===== config.mk =====
export PLATFORM = sky130hd
export DESIGN_NAME = cordic_cos_sequencer
export DESIGN_NICKNAME = d
export VERILOG_FILES = /design/src/rtl/cordic_cos_sequencer.sv
export SDC_FILE = /design/constraint.sdc
export NUM_CORES = 1
export LEC_CHECK = 0
export ABC_AREA = 1
export BUFFER_PORTS_ARGS = -buffer_cell sky130_fd_sc_hd__buf_2
export CELL_PAD_IN_SITES_DETAIL_PLACEMENT = 0
export CELL_PAD_IN_SITES_GLOBAL_PLACEMENT = 2
export CORE_MARGIN = 4
export CORE_UTILIZATION = 37
export CTS_BUF_LIST = sky130_fd_sc_hd__clkbuf_2 sky130_fd_sc_hd__clkbuf_4 sky130_fd_sc_hd__clkbuf_8
export DETAILED_ROUTE_END_ITERATION = 8
export HOLD_SLACK_MARGIN = 0.08
export PLACE_DENSITY_LB_ADDON = 0.1
export SKIP_CTS_REPAIR_TIMING = 1
export SLEW_MARGIN = 10
export SYNTH_ARGS = -nofsm -noshare
export SYNTH_HDL_FRONTEND = slang
export SYNTH_SLANG_ARGS = --single-unit

===== constraint.sdc =====
create_clock -name clk -period 9.4 [get_ports clk]
set_clock_uncertainty 0.2 [all_clocks]
set_input_delay 1.88 -clock clk [delete_from_list [all_inputs] [get_ports clk]]
set_output_delay 1.88 -clock clk [all_outputs]
set_load 0.01 [all_outputs]

===== src/rtl/cordic_cos_sequencer.sv =====
// cordic_cos_sequencer: float32 front/back end for the iterative CORDIC cosine core.
// Converts a float32 angle (radians) to Q12.20 and range-reduces it into [0, pi/2].
// Starts the core, then re-normalises the signed Q1.20 result back to float32.
// Optional build macro: COS_IN_ROUND_EN -- round-half-up on the float->Q12.20 right shift
// instead of truncation toward zero.
module cordic_cos_sequencer (
  input  logic        clk,
  input  logic        reset,
  input  logic        in_valid_i,
  output logic        in_ready_o,
  input  logic [31:0] in_data_i,
  output logic        out_valid_o,
  input  logic        out_ready_i,
  output logic [31:0] out_data_o,
  output logic        out_err_o,
  output logic        cordic_en_o,
  output logic [21:0] cordic_angle_o,
  input  logic [21:0] cordic_cos_i,
  input  logic        cordic_done_i
);

  localparam logic [2:0] ST_IDLE    = 3'd0;
  localparam logic [2:0] ST_CONVERT = 3'd1;
  localparam logic [2:0] ST_REDUCE  = 3'd2;
  localparam logic [2:0] ST_FOLD    = 3'd3;
  localparam logic [2:0] ST_ISSUE   = 3'd4;
  localparam logic [2:0] ST_WAIT    = 3'd5;
  localparam logic [2:0] ST_NORM    = 3'd6;
  localparam logic [2:0] ST_OUT     = 3'd7;

  // Angle constants in Q.20
  localparam logic [31:0] HALF_PI       = 32'h0019_21FB;
  localparam logic [31:0] PI            = 32'h0032_43F7;
  localparam logic [31:0] THREE_HALF_PI = 32'h004B_65F2;
  localparam logic [31:0] TWO_PI        = 32'h0064_87ED;
  localparam logic [31:0] QNAN          = 32'h7FC0_0000;

  // |x| as unsigned Q12.20; caller guarantees exponent < 139 and not 0xFF.
  function automatic logic [31:0] to_fixed(input logic [7:0] e, input logic [22:0] m);
    logic [23:0] sig;
    logic [7:0]  diff;
    logic [31:0] r;
    sig  = {1'b1, m};
    diff = 8'd0;
    r    = 32'd0;
    if (e >= 8'd130) begin
      diff = e - 8'd130;
      r    = {8'd0, sig} << diff[3:0];
    end else if (e >= 8'd107) begin
      diff = 8'd130 - e;
      r    = {8'd0, sig >> diff[4:0]};
`ifdef COS_IN_ROUND_EN
      r    = r + {31'd0, sig[diff[4:0] - 5'd1]};
`endif
    end else begin
      r = 32'd0;  // zero, denormal or too small to reach one LSB
    end
    return r;
  endfunction

  // Signed Q1.20 cosine to float32; non-positive results collapse to +0.0.
  function automatic logic [31:0] normalise(input logic [21:0] c, input logic sign);
    logic [4:0]  p;
    logic [43:0] w;
    logic [31:0] r;
    p = 5'd0;
    w = 44'd0;
    r = 32'd0;
    if (c[21] || (c == 22'd0)) begin
      r = 32'd0;
    end else begin
      for (int i = 0; i < 21; i++) begin
        p = c[i] ? 5'(i) : p;
      end
      w = {23'd0, c[20:0]} << (5'd23 - p);
      r = {sign, 8'd107 + {3'd0, p}, w[22:0]};
    end
    return r;
  endfunction

  logic [2:0]  state_q, state_d;
  logic [31:0] x_q, x_d;
  logic [31:0] t_q, t_d;
  logic [3:0]  k_q, k_d;
  logic [20:0] a_q, a_d;
  logic        neg_q, neg_d;
  logic        err_q, err_d;
  logic [21:0] c_q, c_d;
  logic [31:0] res_q, res_d;
  logic        in_ready_q, in_ready_d;
  logic        out_valid_q, out_valid_d;
  logic [31:0] out_data_q, out_data_d;
  logic        out_err_q, out_err_d;
  logic        en_q, en_d;
  logic [20:0] angle_q, angle_d;
  logic [31:0] two_pi_k_s;
  logic [31:0] fold_s;

  assign two_pi_k_s = TWO_PI << k_q;

  // Next-state and datapath decode for the whole sequencer
  always_comb begin
    state_d     = state_q;
    x_d         = x_q;
    t_d         = t_q;
    k_d         = k_q;
    a_d         = a_q;
    neg_d       = neg_q;
    err_d       = err_q;
    c_d         = c_q;
    res_d       = res_q;
    out_valid_d = out_valid_q;
    out_data_d  = out_data_q;
    out_err_d   = out_err_q;
    angle_d     = angle_q;
    en_d        = 1'b0;
    fold_s      = 32'd0;
    case (state_q)
      ST_IDLE: begin
        if (in_valid_i && in_ready_q) begin
          x_d     = in_data_i;
          state_d = ST_CONVERT;
        end else begin
          state_d = ST_IDLE;
        end
      end
      ST_CONVERT: begin
        if ((x_q[30:23] == 8'hFF) || (x_q[30:23] >= 8'd139)) begin
          err_d   = 1'b1;
          res_d   = QNAN;
          state_d = ST_OUT;
        end else begin
          err_d   = 1'b0;
          t_d     = to_fixed(x_q[30:23], x_q[22:0]);
          k_d     = 4'd9;
          state_d = ST_REDUCE;
        end
      end
      ST_REDUCE: begin
        if (t_q >= two_pi_k_s) begin
          t_d = t_q - two_pi_k_s;
        end else begin
          t_d = t_q;
        end
        if (k_q == 4'd0) begin
          state_d = ST_FOLD;
        end else begin
          k_d = k_q - 4'd1;
        end
      end
      ST_FOLD: begin
        if (t_q <= HALF_PI) begin
          fold_s = t_q;
          neg_d  = 1'b0;
        end else if (t_q <= PI) begin
          fold_s = PI - t_q;
          neg_d  = 1'b1;
        end else if (t_q <= THREE_HALF_PI) begin
          fold_s = t_q - PI;
          neg_d  = 1'b1;
        end else if (t_q <= TWO_PI) begin
          fold_s = TWO_PI - t_q;
          neg_d  = 1'b0;
        end else begin
          fold_s = 32'd0;
          neg_d  = 1'b0;
        end
        a_d     = fold_s[20:0];
        state_d = ST_ISSUE;
      end
      ST_ISSUE: begin
        angle_d = a_q;
        en_d    = 1'b1;
        state_d = ST_WAIT;
      end
      ST_WAIT: begin
        if (cordic_done_i) begin
          c_d     = cordic_cos_i;
          state_d = ST_NORM;
        end else begin
          state_d = ST_WAIT;
        end
      end
      ST_NORM: begin
        res_d   = normalise(c_q, neg_q);
        state_d = ST_OUT;
      end
      ST_OUT: begin
        // First OUT cycle publishes the result; later cycles wait for the accept.
        if (!out_valid_q) begin
          out_valid_d = 1'b1;
          out_data_d  = res_q;
          out_err_d   = err_q;
        end else if (out_ready_i) begin
          out_valid_d = 1'b0;
          state_d     = ST_IDLE;
        end else begin
          out_valid_d = 1'b1;
        end
      end
      default: begin
        state_d = ST_IDLE;
      end
    endcase
    in_ready_d = (state_d == ST_IDLE);
  end

  // State and output registers with synchronous reset
  always_ff @(posedge clk) begin
    if (reset) begin
      state_q     <= ST_IDLE;
      x_q         <= 32'd0;
      t_q         <= 32'd0;
      k_q         <= 4'd0;
      a_q         <= 21'd0;
      neg_q       <= 1'b0;
      err_q       <= 1'b0;
      c_q         <= 22'd0;
      res_q       <= 32'd0;
      in_ready_q  <= 1'b0;
      out_valid_q <= 1'b0;
      out_data_q  <= 32'd0;
      out_err_q   <= 1'b0;
      en_q        <= 1'b0;
      angle_q     <= 21'd0;
    end else begin
      state_q     <= state_d;
      x_q         <= x_d;
      t_q         <= t_d;
      k_q         <= k_d;
      a_q         <= a_d;
      neg_q       <= neg_d;
      err_q       <= err_d;
      c_q         <= c_d;
      res_q       <= res_d;
      in_ready_q  <= in_ready_d;
      out_valid_q <= out_valid_d;
      out_data_q  <= out_data_d;
      out_err_q   <= out_err_d;
      en_q        <= en_d;
      angle_q     <= angle_d;
    end
  end

  assign in_ready_o     = in_ready_q;
  assign out_valid_o    = out_valid_q;
  assign out_data_o     = out_data_q;
  assign out_err_o      = out_err_q;
  assign cordic_en_o    = en_q;
  assign cordic_angle_o = {1'b0, angle_q};

endmodule


## After elaboration in Yosys (flattened, before gate mapping)

Index checks and enable logic that the tools add are counted.

- Word-level logic and storage cells: 113
- Output and inout bits: 58
- Register bits: 204
- Input port bits: 59

- Shift operators: 4
- Mux-type cells: 49
- Add/subtract/negate cells: 9
- Equal/unequal tests: 12
- Magnitude comparators: 8
- Reduce and logical (&&, ||, !) cells: 15
- Bitwise logic cells: 1

Operator list:

| operator | count |
|---|---|
| two-way mux 32 bit | 5 |
| one-hot mux 32 bit (2 select lines) | 2 |
| two-way mux 21 bit | 4 |
| <= comparator 32 x 23 -> 1 bit (second input constant) | 2 |
| two-way mux 4 bit | 10 |
| >= comparator 32 bit | 1 |
| <= comparator 32 x 21 -> 1 bit (second input constant) | 1 |
| <= comparator 32 x 22 -> 1 bit (second input constant) | 1 |
| << shifter 23 x 4 -> 32 bit (first input constant) | 1 |
| << shifter 24 x 4 -> 32 bit | 1 |
| subtractor 32 bit | 1 |
| two-way mux 5 bit | 5 |
| two-way mux 24 bit | 1 |
| two-way mux 3 bit | 8 |
| one-hot mux 3 bit (8 select lines) | 1 |
| >> shifter 24 x 5 -> 24 bit | 1 |
| << shifter 21 x 5 -> 23 bit | 1 |
| zero test 22 bit | 1 |
| subtractor 19 x 21 -> 21 bit (first input constant) | 1 |
| subtractor 21 bit (first input constant) | 1 |
| subtractor 21 bit (second input constant) | 1 |
| >= comparator 8 bit (second input constant) | 2 |
| equality test 3 bit (second input constant) | 4 |
| two-way mux 1 bit | 9 |
| 20 further kinds | 33 |

## Logic depth before layout (Yosys ltp)

- Depth in word-level cells: 24
- Mapped depth: 28
- Depth with buffers taken out: 28

## Worst setup path after synthesis

No wires, ideal clock.

- Path type: register to register
- Start point: register k_q[1]
- End point: register t_q[22]
- Slack: 5952 ps
- Arrival time: 3115 ps
- Required time: 9067 ps
- Setup time: 133 ps
- Buffers on the path: 1
- Stages on the path, launching flop included: 23
- Period minus slack after synthesis: 3448 ps
- Cells stage by stage: dfxtp_1 > inv_1 > ha_1 > ha_1 > inv_1 > nor2_1 > ha_1 > fa_1 > inv_1 > nand3_1 > nand2_1 > a21boi_2 > o21bai_1 > nand3_1 > nand2_1 > nand2_1 > nand2_1 > nand2_1 > nand4_1 > nand2_1 > inv_2 > clkbuf_1 > a31oi_1

- Cells in the longest elaborated chain, start to end: 4
- Elaborated cells on any way between the ends: 7
- Classes of those cells: 1 x add/sub; 1 x order compare; 1 x eq/ne; 1 x shift; 2 x mux; 1 x reduce/logical

Ends and longest elaborated chain:

| what | RTL line | text |
|---|---|---|
| start: declaration | 84 | `logic [3:0] k_q, k_d;` |
| start signal: assignment | 230 | `k_q <= k_d;` |
| << shifter 23 x 4 -> 32 bit * | 99 | `assign two_pi_k_s = TWO_PI << k_q;` |
| subtractor 32 bit or >= comparator 32 bit (tied branches) | 141, 140 |  |
| two-way mux 32 bit or != test 2 bit (tied branches) | - |  |
| one-hot mux 32 bit (2 select lines) or AND reduction 3 bit (tied branches) | - |  |
| end signal: assignment | 229 | `t_q <= t_d;` |
| end: declaration | 83 | `logic [31:0] t_q, t_d;` |

Mark *: on every way between the ends. The rest lies on a longest branch, timed or not. The select of a mux whose other input is x is not followed.
A chain may end at the register's enable or synchronous reset.

## Worst setup path in the final report

- Start point: register k_q[1]
- End point: register t_q[31]

Same word-level chain as after synthesis.

==> results.toml <==
[clock_network]
cts.clk_slew.worst_paths_ps = 70
clock-sinks = 204
numCtsBuffers = 39
cts_buffer_depth = 3
insertion_delay_ps = 600
cts_tree = "done"
cts_root_buf = "clkbuf_8"
h-tree-depth = 2

[power_and_ir_drop]
pwr_density_cell_nw_per_um2 = 373
p_comb_share_pct = 65.0
ir_drop_v = 0.000222
internal_power_uw = 2780
p_sw_share_pct = 55.7
p_leak_uw = 0.00746
seqPwrFrac_pct = 20.0
p_clk_share_pct = 15.0
power.switching_uw = 3500

[setup_path]
cp-start-kind = "register"
critical_path.max_fanout = 43
crit_buf_inv = 3
path_delay_family = "simple AND/OR/NAND/NOR gates"
cp_cell_sequence = "inv_1 -> ha_1 -> inv_1 -> nor2_1 -> o21ai_0 -> o21ai_0 -> ha_1 -> nand2_1 -> nor2_1 -> nand2_1 -> nor4_1 -> nand4_1 -> nand4_1 -> nand2_1 -> inv_2 -> o31ai_1 -> a21oi_1 -> nor2_1"
crit_arrival_ps = 5330
slowest_delay_ps = 730
worstSetupPathType = "reg -> reg"
crit_required_ps = 9690
cpMaxStageDelayCell = "nor4_1"
crit_path_end_kind = "register"

[placed_design]
io_buffers = 114
gp_congestion = 0.909
dp.cells = 2937
hpwlAfterDp_um = 41300

[die]
dieHeight_um = 211
die_w_um = 211
pin_count = 117
rows = 74
die_area_sq_um = 44500
start_util_pct = 37.4
core_sq_um = 40700

[synth]
synthDistinctLibCells = 71
synthCells = 2412
synthMuxAreaShare_pct = 0.131
synth_seq_cells = 204
ys_warn_count = 0
synth_area_sq_um = 15200
synth_top_family_by_area = "simple AND/OR/NAND/NOR gates"
synth_compound_area_share_pct = 26.0
synthFlopType = "dfxtp_1"
async_flop_share_pct = 0
syn_avg_cell_area_sq_um = 6.32
synthSimpleGateAreaFrac_pct = 29.1
synth_xor_area_share_pct = 3.61
syn_nets = 2529
synth_edf_count = 0
ys_seq_area_share_pct = 26.8
synthAdderAreaFrac_pct = 4.81

[timing]
setup_viol = 0
tns_ps = 0
period_needed_ps = 5030
maxSlewHeadroom_pct = 31.9
worst_pin_slew_ps = 1020
maxSlewViolCount = 0
hold_violations = 0
grt_setup_unrepaired = "no"
fmax_ghz = 0.199
period_share_pct = 53.5

[cells_and_area]
drive_above_1_share_pct = 11.8
nNetsFinal = 2563
area_growth_pct = 10.4
diodes = 0
layout_common_cells = "nand2_1 (458), nor2_1 (312), o21ai_0 (298)"
n_fill_cell = 4558
layoutNonFillerInstCount = 3004
layout_commonest_cell = "nand2_1"

[min_path]
hold_class = "reg -> reg"

[route]
drt-total-wl_um = 55000
vias = 16285
dr.pass1.iters = 5
route.detailed.drc = 0
drtIter0Drc = 1183
detail_route.vias_per_cell = 5.42
drtAntennaViolNets = 0
wl_per_cell_um = 18.3

[global_route]
grt_max_degree = 53
antenna_found_initial = 1
overflow = 0
grt_pass1_wl_um = 86500
first_global_vias = 15539
track_usage_pct = 24.0

[run]
maxCapViolCount = 0

[run_status]
status = "completed"
-- per-stage QoR --
stage                     hold slack, ps  area [sq um]  power (uW)  util [%]  setup slack (ps)
after global routing                 279         16800        6850      41.3              3890
after detailed placement             253         16000        5290      39.2              4420
after global placement               250         16000        5300      39.2              4490
after floorplan                      229         15200        4290         -              5950
after CTS                            262         16800        6280      41.3              4400
final                                264         16800        6270      41.3              4370
-- state kept, by name (all words and copies together) (netlist names) --
name	flops
a_q	21
angle_q	21
c_q	22
cordic_en_o	1
err_q	1
in_ready_o	1
k_q	4
neg_q	1
out_data_o	32
out_err_o	1
out_valid_o	1
res_q	32
state_q	3
t_q	32
x_q	31
-- logic make-up after synthesis --
kind of cell | count (synthesis)
AOI/OAI and AO/OA | 696
xor gates and xnor gates | 62
adders and majority gates | 58
buffers and inverters | 353
DFF | 204
muxes | 2
other | 1
and+or+nand+nor | 1036
-- area by class of cell --
type                       count  area (sq um)  share of cell area [%]
multi-input combinational   1855          9730                    57.8
sequential                   204          4080                    24.3
inverter                     215           813                    4.84
clock buffer                  59           756                    4.49
timing repair buffer         131           698                    4.15
tap                          532           666                    3.96
clock inverter                 8          77.6                   0.461
-- worst reg2reg max path, delay by kind of cell (launching register included) --
kind | cells | cell delay, ps
buffers and inverters | 3 | 830
adder cells (fa/ha/maj) | 2 | 750
AND/OR/NAND/NOR | 9 | 1770
flip-flops | 1 | 520
AO/OA/AOI/OAI | 4 | 880
-- final timing paths --
| check | from | end | slack (ps) | cells after the start |
|---|---|---|---|---|
| max | k_q[1]$_SDFFE_PP0P_ | t_q[31]$_SDFFE_PP0P_ | 4370 | 18 |
| min reg2reg | a_q[3]$_SDFFE_PP0P_ | a_q[3]$_SDFFE_PP0P_ | 260 | 2 |
| max reg2reg | k_q[1]$_SDFFE_PP0P_ | t_q[31]$_SDFFE_PP0P_ | 4370 | 18 |
| min | a_q[3]$_SDFFE_PP0P_ | a_q[3]$_SDFFE_PP0P_ | 260 | 2 |
-- layer usage --
layer / GRT usage, % / vias up / routed length (um)
met5: 0 / - / 13
met4: 6.91 / 2 / 1450
met3: 4.20 / 80 / 2740
met2: 39.0 / 376 / 25300
met1: 32.9 / 7613 / 25500
li1: - / 8214 / -
-- power groups by stage --
| stage | Sequential [uW] | Clock [uW] | Combinational, uW |
|---|---|---|---|
| after floorplan | 1090 | 0 | 3190 |
| after global placement | 1270 | 0 | 4040 |
| after detailed placement | 1260 | 0 | 4030 |
| after CTS | 1250 | 982 | 4050 |
| after global routing | 1270 | 1020 | 4560 |
| final | 1250 | 943 | 4080 |
-- synth_stat cells, types with 13 or more instances --
cell | count | share of area (%)
o211ai_1 | 31 | 1.5
o22ai_1 | 13 | 0.53
a21oi_1 | 224 | 7.4
dfxtp_1 | 204 | 27
nor2_1 | 313 | 7.7
nand3_1 | 155 | 5.1
inv_1 | 189 | 4.7
nor3_1 | 27 | 0.89
xor2_1 | 55 | 3.2
inv_2 | 18 | 0.44
a31oi_1 | 27 | 1.1
ha_1 | 57 | 4.7
o21ai_0 | 299 | 9.8
nand2_1 | 458 | 11
a211oi_1 | 16 | 0.79
clkbuf_1 | 89 | 2.2
nand4_1 | 24 | 0.99
buf_2 | 29 | 0.95
(Power assumes the default switching activity.)
